===== src/rtl/fmul_iter.sv =====
// fmul_iter: sequential floating-point multiplier with a shift-add mantissa
// datapath, round-to-nearest-even, flush-to-zero and exception flags.
module fmul_iter #(
    parameter int EXP_W = 5,
    parameter int MAN_W = 10
) (
    input  logic                   clk,
    input  logic                   rst_n,
    input  logic                   in_valid,
    output logic                   in_ready,
    input  logic [EXP_W+MAN_W:0]   a,
    input  logic [EXP_W+MAN_W:0]   b,
    output logic                   out_valid,
    input  logic                   out_ready,
    output logic [EXP_W+MAN_W:0]   result,
    output logic [3:0]             flags
);

    localparam int W  = 1 + EXP_W + MAN_W;
    localparam int SW = MAN_W + 1;          // significand width with hidden bit
    localparam int PW = 2 * SW;             // full product width
    localparam int EW = EXP_W + 2;          // signed working exponent width
    localparam int CW = $clog2(SW);
    localparam logic [CW-1:0]        CNT_LAST = CW'(MAN_W);
    localparam logic signed [EW-1:0] BIAS     = {3'b000, {(EXP_W-1){1'b1}}};
    localparam logic signed [EW-1:0] EXP_INF  = {2'b00, {EXP_W{1'b1}}};

    typedef enum logic [1:0] {IDLE, MUL, NORM, DONE} state_t;

    state_t                 state, state_nx;
    logic [PW-1:0]          mcand;
    logic [SW-1:0]          mplier;
    logic [PW-1:0]          acc;
    logic signed [EW-1:0]   exp_r;
    logic [CW-1:0]          cnt;
    logic                   sgn_r;
    logic                   spec_r;

    // operand fields and classification
    logic [EXP_W-1:0] ea, eb;
    logic [MAN_W-1:0] fa, fb;
    logic a_zero, b_zero, a_inf, b_inf, a_nan, b_nan, special, sgn;
    logic [W-1:0] spec_res;
    logic [3:0]   spec_fl;

    assign ea     = a[W-2 -: EXP_W];
    assign eb     = b[W-2 -: EXP_W];
    assign fa     = a[MAN_W-1:0];
    assign fb     = b[MAN_W-1:0];
    assign a_zero = (ea == '0);
    assign b_zero = (eb == '0);
    assign a_inf  = (ea == '1) && (fa == '0);
    assign b_inf  = (eb == '1) && (fb == '0);
    assign a_nan  = (ea == '1) && (fa != '0);
    assign b_nan  = (eb == '1) && (fb != '0);
    assign special = a_zero | b_zero | a_inf | b_inf | a_nan | b_nan;
    assign sgn    = a[W-1] ^ b[W-1];

    // special-value result selection
    always_comb begin
        spec_res = {sgn, {(W-1){1'b0}}};
        spec_fl  = 4'b0000;
        if (a_nan || b_nan || (a_inf && b_zero) || (b_inf && a_zero)) begin
            spec_res = {1'b0, {EXP_W{1'b1}}, 1'b1, {(MAN_W-1){1'b0}}};
            spec_fl  = 4'b1000;
        end else if (a_inf || b_inf) begin
            spec_res = {sgn, {EXP_W{1'b1}}, {MAN_W{1'b0}}};
        end
    end

    // normalisation and rounding of the finished product
    logic [PW-2:0]        norm;
    logic [MAN_W-1:0]     frac, frac_rnd;
    logic                 guard, sticky, round_up, carry;
    logic signed [EW-1:0] exp_n;
    logic                 ovf, unf;

    always_comb begin
        norm     = acc[PW-1] ? acc[PW-2:0] : {acc[PW-3:0], 1'b0};
        frac     = norm[PW-2 -: MAN_W];
        guard    = norm[PW-2-MAN_W];
        sticky   = |norm[PW-3-MAN_W:0];
        round_up = guard & (sticky | frac[0]);
        {carry, frac_rnd} = {1'b0, frac} + {{MAN_W{1'b0}}, round_up};
        exp_n    = exp_r + {{(EW-1){1'b0}}, acc[PW-1]} + {{(EW-1){1'b0}}, carry};
        ovf      = !exp_n[EW-1] && (exp_n >= EXP_INF);
        unf      = exp_n[EW-1] || (exp_n == '0);
    end

    // state register
    always_ff @(posedge clk or negedge rst_n) begin
        if (!rst_n) state <= IDLE;
        else        state <= state_nx;
    end

    // next-state and handshake outputs
    // specials pass through NORM so their result appears one edge after accept
    always_comb begin
        state_nx  = state;
        in_ready  = 1'b0;
        out_valid = 1'b0;
        case (state)
            IDLE: begin
                in_ready = 1'b1;
                if (in_valid) state_nx = special ? NORM : MUL;
            end
            MUL:  if (cnt == CNT_LAST) state_nx = NORM;
            NORM: state_nx = DONE;
            DONE: begin
                out_valid = 1'b1;
                if (out_ready) state_nx = IDLE;
            end
            default: state_nx = IDLE;
        endcase
    end

    // operand load, shift-add iteration and result formatting
    always_ff @(posedge clk or negedge rst_n) begin
        if (!rst_n) begin
            mcand  <= '0;
            mplier <= '0;
            acc    <= '0;
            exp_r  <= '0;
            cnt    <= '0;
            sgn_r  <= 1'b0;
            spec_r <= 1'b0;
            result <= '0;
            flags  <= '0;
        end else begin
            case (state)
                IDLE: if (in_valid) begin
                    sgn_r  <= sgn;
                    spec_r <= special;
                    mcand  <= {{SW{1'b0}}, 1'b1, fa};
                    mplier <= {1'b1, fb};
                    acc    <= '0;
                    cnt    <= '0;
                    exp_r  <= $signed({2'b00, ea}) + $signed({2'b00, eb}) - BIAS;
                    if (special) begin
                        result <= spec_res;
                        flags  <= spec_fl;
                    end
                end
                MUL: begin
                    acc    <= acc + (mplier[0] ? mcand : '0);
                    mcand  <= mcand << 1;
                    mplier <= mplier >> 1;
                    cnt    <= cnt + 1'b1;
                end
                NORM: if (!spec_r) begin
                    if (ovf) begin
                        result <= {sgn_r, {EXP_W{1'b1}}, {MAN_W{1'b0}}};
                        flags  <= 4'b0101;
                    end else if (unf) begin
                        result <= {sgn_r, {(W-1){1'b0}}};
                        flags  <= 4'b0011;
                    end else begin
                        result <= {sgn_r, exp_n[EXP_W-1:0], frac_rnd};
                        flags  <= {3'b000, guard | sticky};
                    end
                end
                default: ;
            endcase
        end
    end

endmodule


===== config.mk =====
export PLATFORM = sky130hd
export DESIGN_NAME = fmul_iter
export DESIGN_NICKNAME = d
export VERILOG_FILES = /design/src/rtl/fmul_iter.sv
export SDC_FILE = /design/constraint.sdc
export NUM_CORES = 1
export LEC_CHECK = 0
export BUFFER_PORTS_ARGS = -buffer_cell sky130_fd_sc_hd__buf_2
export CELL_PAD_IN_SITES_DETAIL_PLACEMENT = 1
export CELL_PAD_IN_SITES_GLOBAL_PLACEMENT = 2
export CORE_ASPECT_RATIO = 1.2
export CORE_MARGIN = 4
export CORE_UTILIZATION = 38
export DETAILED_ROUTE_END_ITERATION = 10
export GPL_TIMING_DRIVEN = 0
export PLACE_DENSITY = 0.84
export SYNTH_ARGS = -nofsm -noshare
export SYNTH_HDL_FRONTEND = slang
export SYNTH_SLANG_ARGS = --single-unit

===== constraint.sdc =====
create_clock -name clk -period 6.3 [get_ports clk]
set_input_delay 0.63 -clock clk [delete_from_list [all_inputs] [get_ports clk]]
set_output_delay 0.63 -clock clk [all_outputs]
set_load 0.05 [all_outputs]

==> impl_metrics.env <==
export IMPL_outcome="completed"
export IMPL_drt_total_wl_mm=16.9
export IMPL_initial_utilization_pct=38.8
export IMPL_synth_xor_area_share_pct=5.73
export IMPL_p_per_area_nw_per_um2=479
export IMPL_maxSlewHeadroom_pct=58.2
export IMPL_ant_nets=0
export IMPL_fin_tns_setup_ns=0
export IMPL_ys_async_sr_fraction_pct=100
export IMPL_syn_nets=734
export IMPL_clock_sinks=90
export IMPL_setup_ws_ns=0.839
export IMPL_cp_required_ns=6.59
export IMPL_clock_latency_ns=0.35
export IMPL_synth_cell_types=68
export IMPL_grt_pass1_wl_mm=28.4
export IMPL_synth_seq_area_share_pct=37.1
export IMPL_hpwl_mm=13.1
export IMPL_path_class="flip-flop to flip-flop"
export IMPL_drc=0
export IMPL_dieArea_um2=18100
export IMPL_viasPerCell=5.51
export IMPL_io_buffer_count=57
export IMPL_wl_per_cell_um=18.0
export IMPL_cts_hold_buf=0
export IMPL_overflow=0
export IMPL_synth_compound_area_share_pct=21.7
export IMPL_ir_worst_vdd_mv=0.227
export IMPL_synthAdderAreaFrac_pct=8.82
export IMPL_rsz0062_at_grt="no"
export IMPL_synthMuxAreaShare_pct=5.15
export IMPL_grt_pass1_vias=5578
export IMPL_stdcell_count=939
export IMPL_synth_flop_cell="dfrtp_1"
export IMPL_drive_above_1_share_pct=16.0
export IMPL_dr_pass1_iters=4
export IMPL_place_gp_congestion=0.857
export IMPL_clock_path_buffers=2
export IMPL_vias=5176
export IMPL_hold_path_class="input pin to asynchronous set/reset pin"
export IMPL_syn_cell_area_um2=6070
export IMPL_skew_ns=0.00839
export IMPL_cts_reportedPaths_clkPinSlew_ns=0.07
export IMPL_num_antenna_cells=0
export IMPL_p_leak_nw=3.20
export IMPL_finalHoldViolations=0
export IMPL_syn2layout_area_growth_pct=14.6
export IMPL_synth_edf_count=0
export IMPL_period_minus_slack_ns=5.46
export IMPL_fin_area_um2=6960
export IMPL_place_area_um2=6650
export IMPL_cts_tree="yes"
export IMPL_antenna_found_initial=0
export IMPL_die_w_um=123
export IMPL_num_rows=50
export IMPL_finish_net_count=803
export IMPL_numCtsBuffers=9
export IMPL_p_total_mw=3.33
export IMPL_tightest_slew_ns=0.627
export IMPL_grt_use_total_pct=19.7
export IMPL_utilization_pct=44.5
export IMPL_fmaxAchievable_mhz=183
export IMPL_first_iter_violations=223
export IMPL_finalCritPeriodShare_pct=86.7
export IMPL_pin_count=58
export IMPL_drv_slew=0
export IMPL_cp_max_fo=10
export IMPL_coreArea_um2=15600
export IMPL_synth_top_family_by_area="compound AO/OA/AOI/OAI gates"
export IMPL_whs_ns=0.208
export IMPL_syn_inst=657
export IMPL_ys_seq_elements=90
export IMPL_post_cts_resized=0
export IMPL_crit_arrival_ns=5.75
export IMPL_synthSimpleGateAreaFrac_pct=17.4
export IMPL_cts_setup_buffers=0
export IMPL_setup_viol=0
export IMPL_yosys_warnings=0
export IMPL_pre_cts_slack_ns=0.931
export IMPL_cts_root_buf="clkbuf_16"
export IMPL_syn_avg_cell_area_um2=9.24
export IMPL_dp_cells=923
export IMPL_cp_start_kind="flip-flop"
export IMPL_h_tree_depth=3
export IMPL_maxCapViolCount=0
export IMPL_fp_dieH_um=146
export IMPL_grt_start_max_net_pins=62
export IMPL_critPathCaptureType="flip-flop"
-- cell usage after synthesis (all sizes together), types with 9 or more instances --
cell | n | area (µm²)
nand2 | 78 | 293
mux2 | 10 | 113
nand3 | 22 | 130
nor2 | 19 | 71.3
inv | 23 | 86.3
and2 | 23 | 144
ha | 38 | 475
a21oi | 37 | 211
and3 | 9 | 57.6
o22ai | 15 | 93.8
o21ai | 60 | 300
a22o | 28 | 245
mux2i | 20 | 200
dfrtp | 90 | 2250
xor2 | 16 | 155
a21o | 15 | 113
clkbuf | 23 | 87.6
xnor2 | 22 | 193
buf | 12 | 78.8
-- state kept, by name (all words and copies together) (netlist names) --
register,cells
acc,22
cnt,4
exp_r,7
flags,4
mcand,22
mplier,11
result,16
sgn_r,1
spec_r,1
state,2
-- placed cells by master, fill, tap and decap left out, types with 8 or more instances in the layout --
master and instances:
dfrtp_1 90, nand2_1 78, buf_2 65, o21ai_0 53
ha_1 38, a21oi_1 32, a22o_1 28, inv_1 23
and2_1 23, clkbuf_1 22, xnor2_1 22, mux2i_1 20
nor2_1 19, nand3_1 18, o22ai_1 15, a21o_1 15
xor2_1 14, mux2_2 10, clkbuf_16 9, and3_1 8
-- cell families after synthesis --
kind of cell               after synthesis
adders and majority gates               41
muxes                                   30
buffers and inverters                   58
xor gates and xnor gates                38
and+or+nand+nor                        201
DFF                                     90
AOI/OAI and AO/OA                      199
-- routing by layer --
layer	vias up	GRT usage, %	part of all wire (%)
met5	-	0	0
met4	0	6.32	1.8
met3	20	2.52	3.0
met2	77	34.6	51
met1	2558	24.7	44
li1	2521	-	-
-- final cells by class --
type	count	area, µm²
multi-input combinational	509	3570
fill	1838	8680
clock buffer	10	239
tap	208	260
inverter	23	86.3
buffer	35	166
timing repair buffer	58	315
clock inverter	6	71.3
sequential	90	2250
-- power by group --
group	internal [mW]	switching, mW
Combinational	0.639	1.09
Clock	0.322	0.251
Sequential	0.811	0.219
Total	1.77	1.56
-- final timing paths --
| path | cells past startpoint | from | end | slack [ns] |
|---|---|---|---|---|
| max | 20 | acc[21] | result[4] | 0.84 |
| min | 1 | rst_n | result[6] | 0.21 |
| max reg2reg | 20 | acc[21] | result[4] | 0.84 |
| min reg2reg | 2 | result[10] | result[10] | 0.46 |
| max in group asynchronous | 2 | rst_n | mcand[5] | 5.43 |
| min in group clk | 2 | result[10] | result[10] | 0.46 |
-- worst max-delay path, stage by stage, from the launching register on --
cell and delay, ns:
dfrtp_1 0.35, buf_6 0.15, clkbuf_1 0.44, clkbuf_1 0.45, nand2_1 0.08, a21boi_0 0.21
ha_1 0.30, nand3_1 0.12, nor3b_1 0.48, nand3_1 0.22, or3b_2 0.53, fa_1 0.41
inv_1 0.12, ha_1 0.28, nor3_1 0.07, a31o_1 0.19, nand4b_1 0.13, and3_1 0.22
nand3_2 0.12, nor3_4 0.32, a22o_1 0.19
Power figures use the tool's default switching activity.
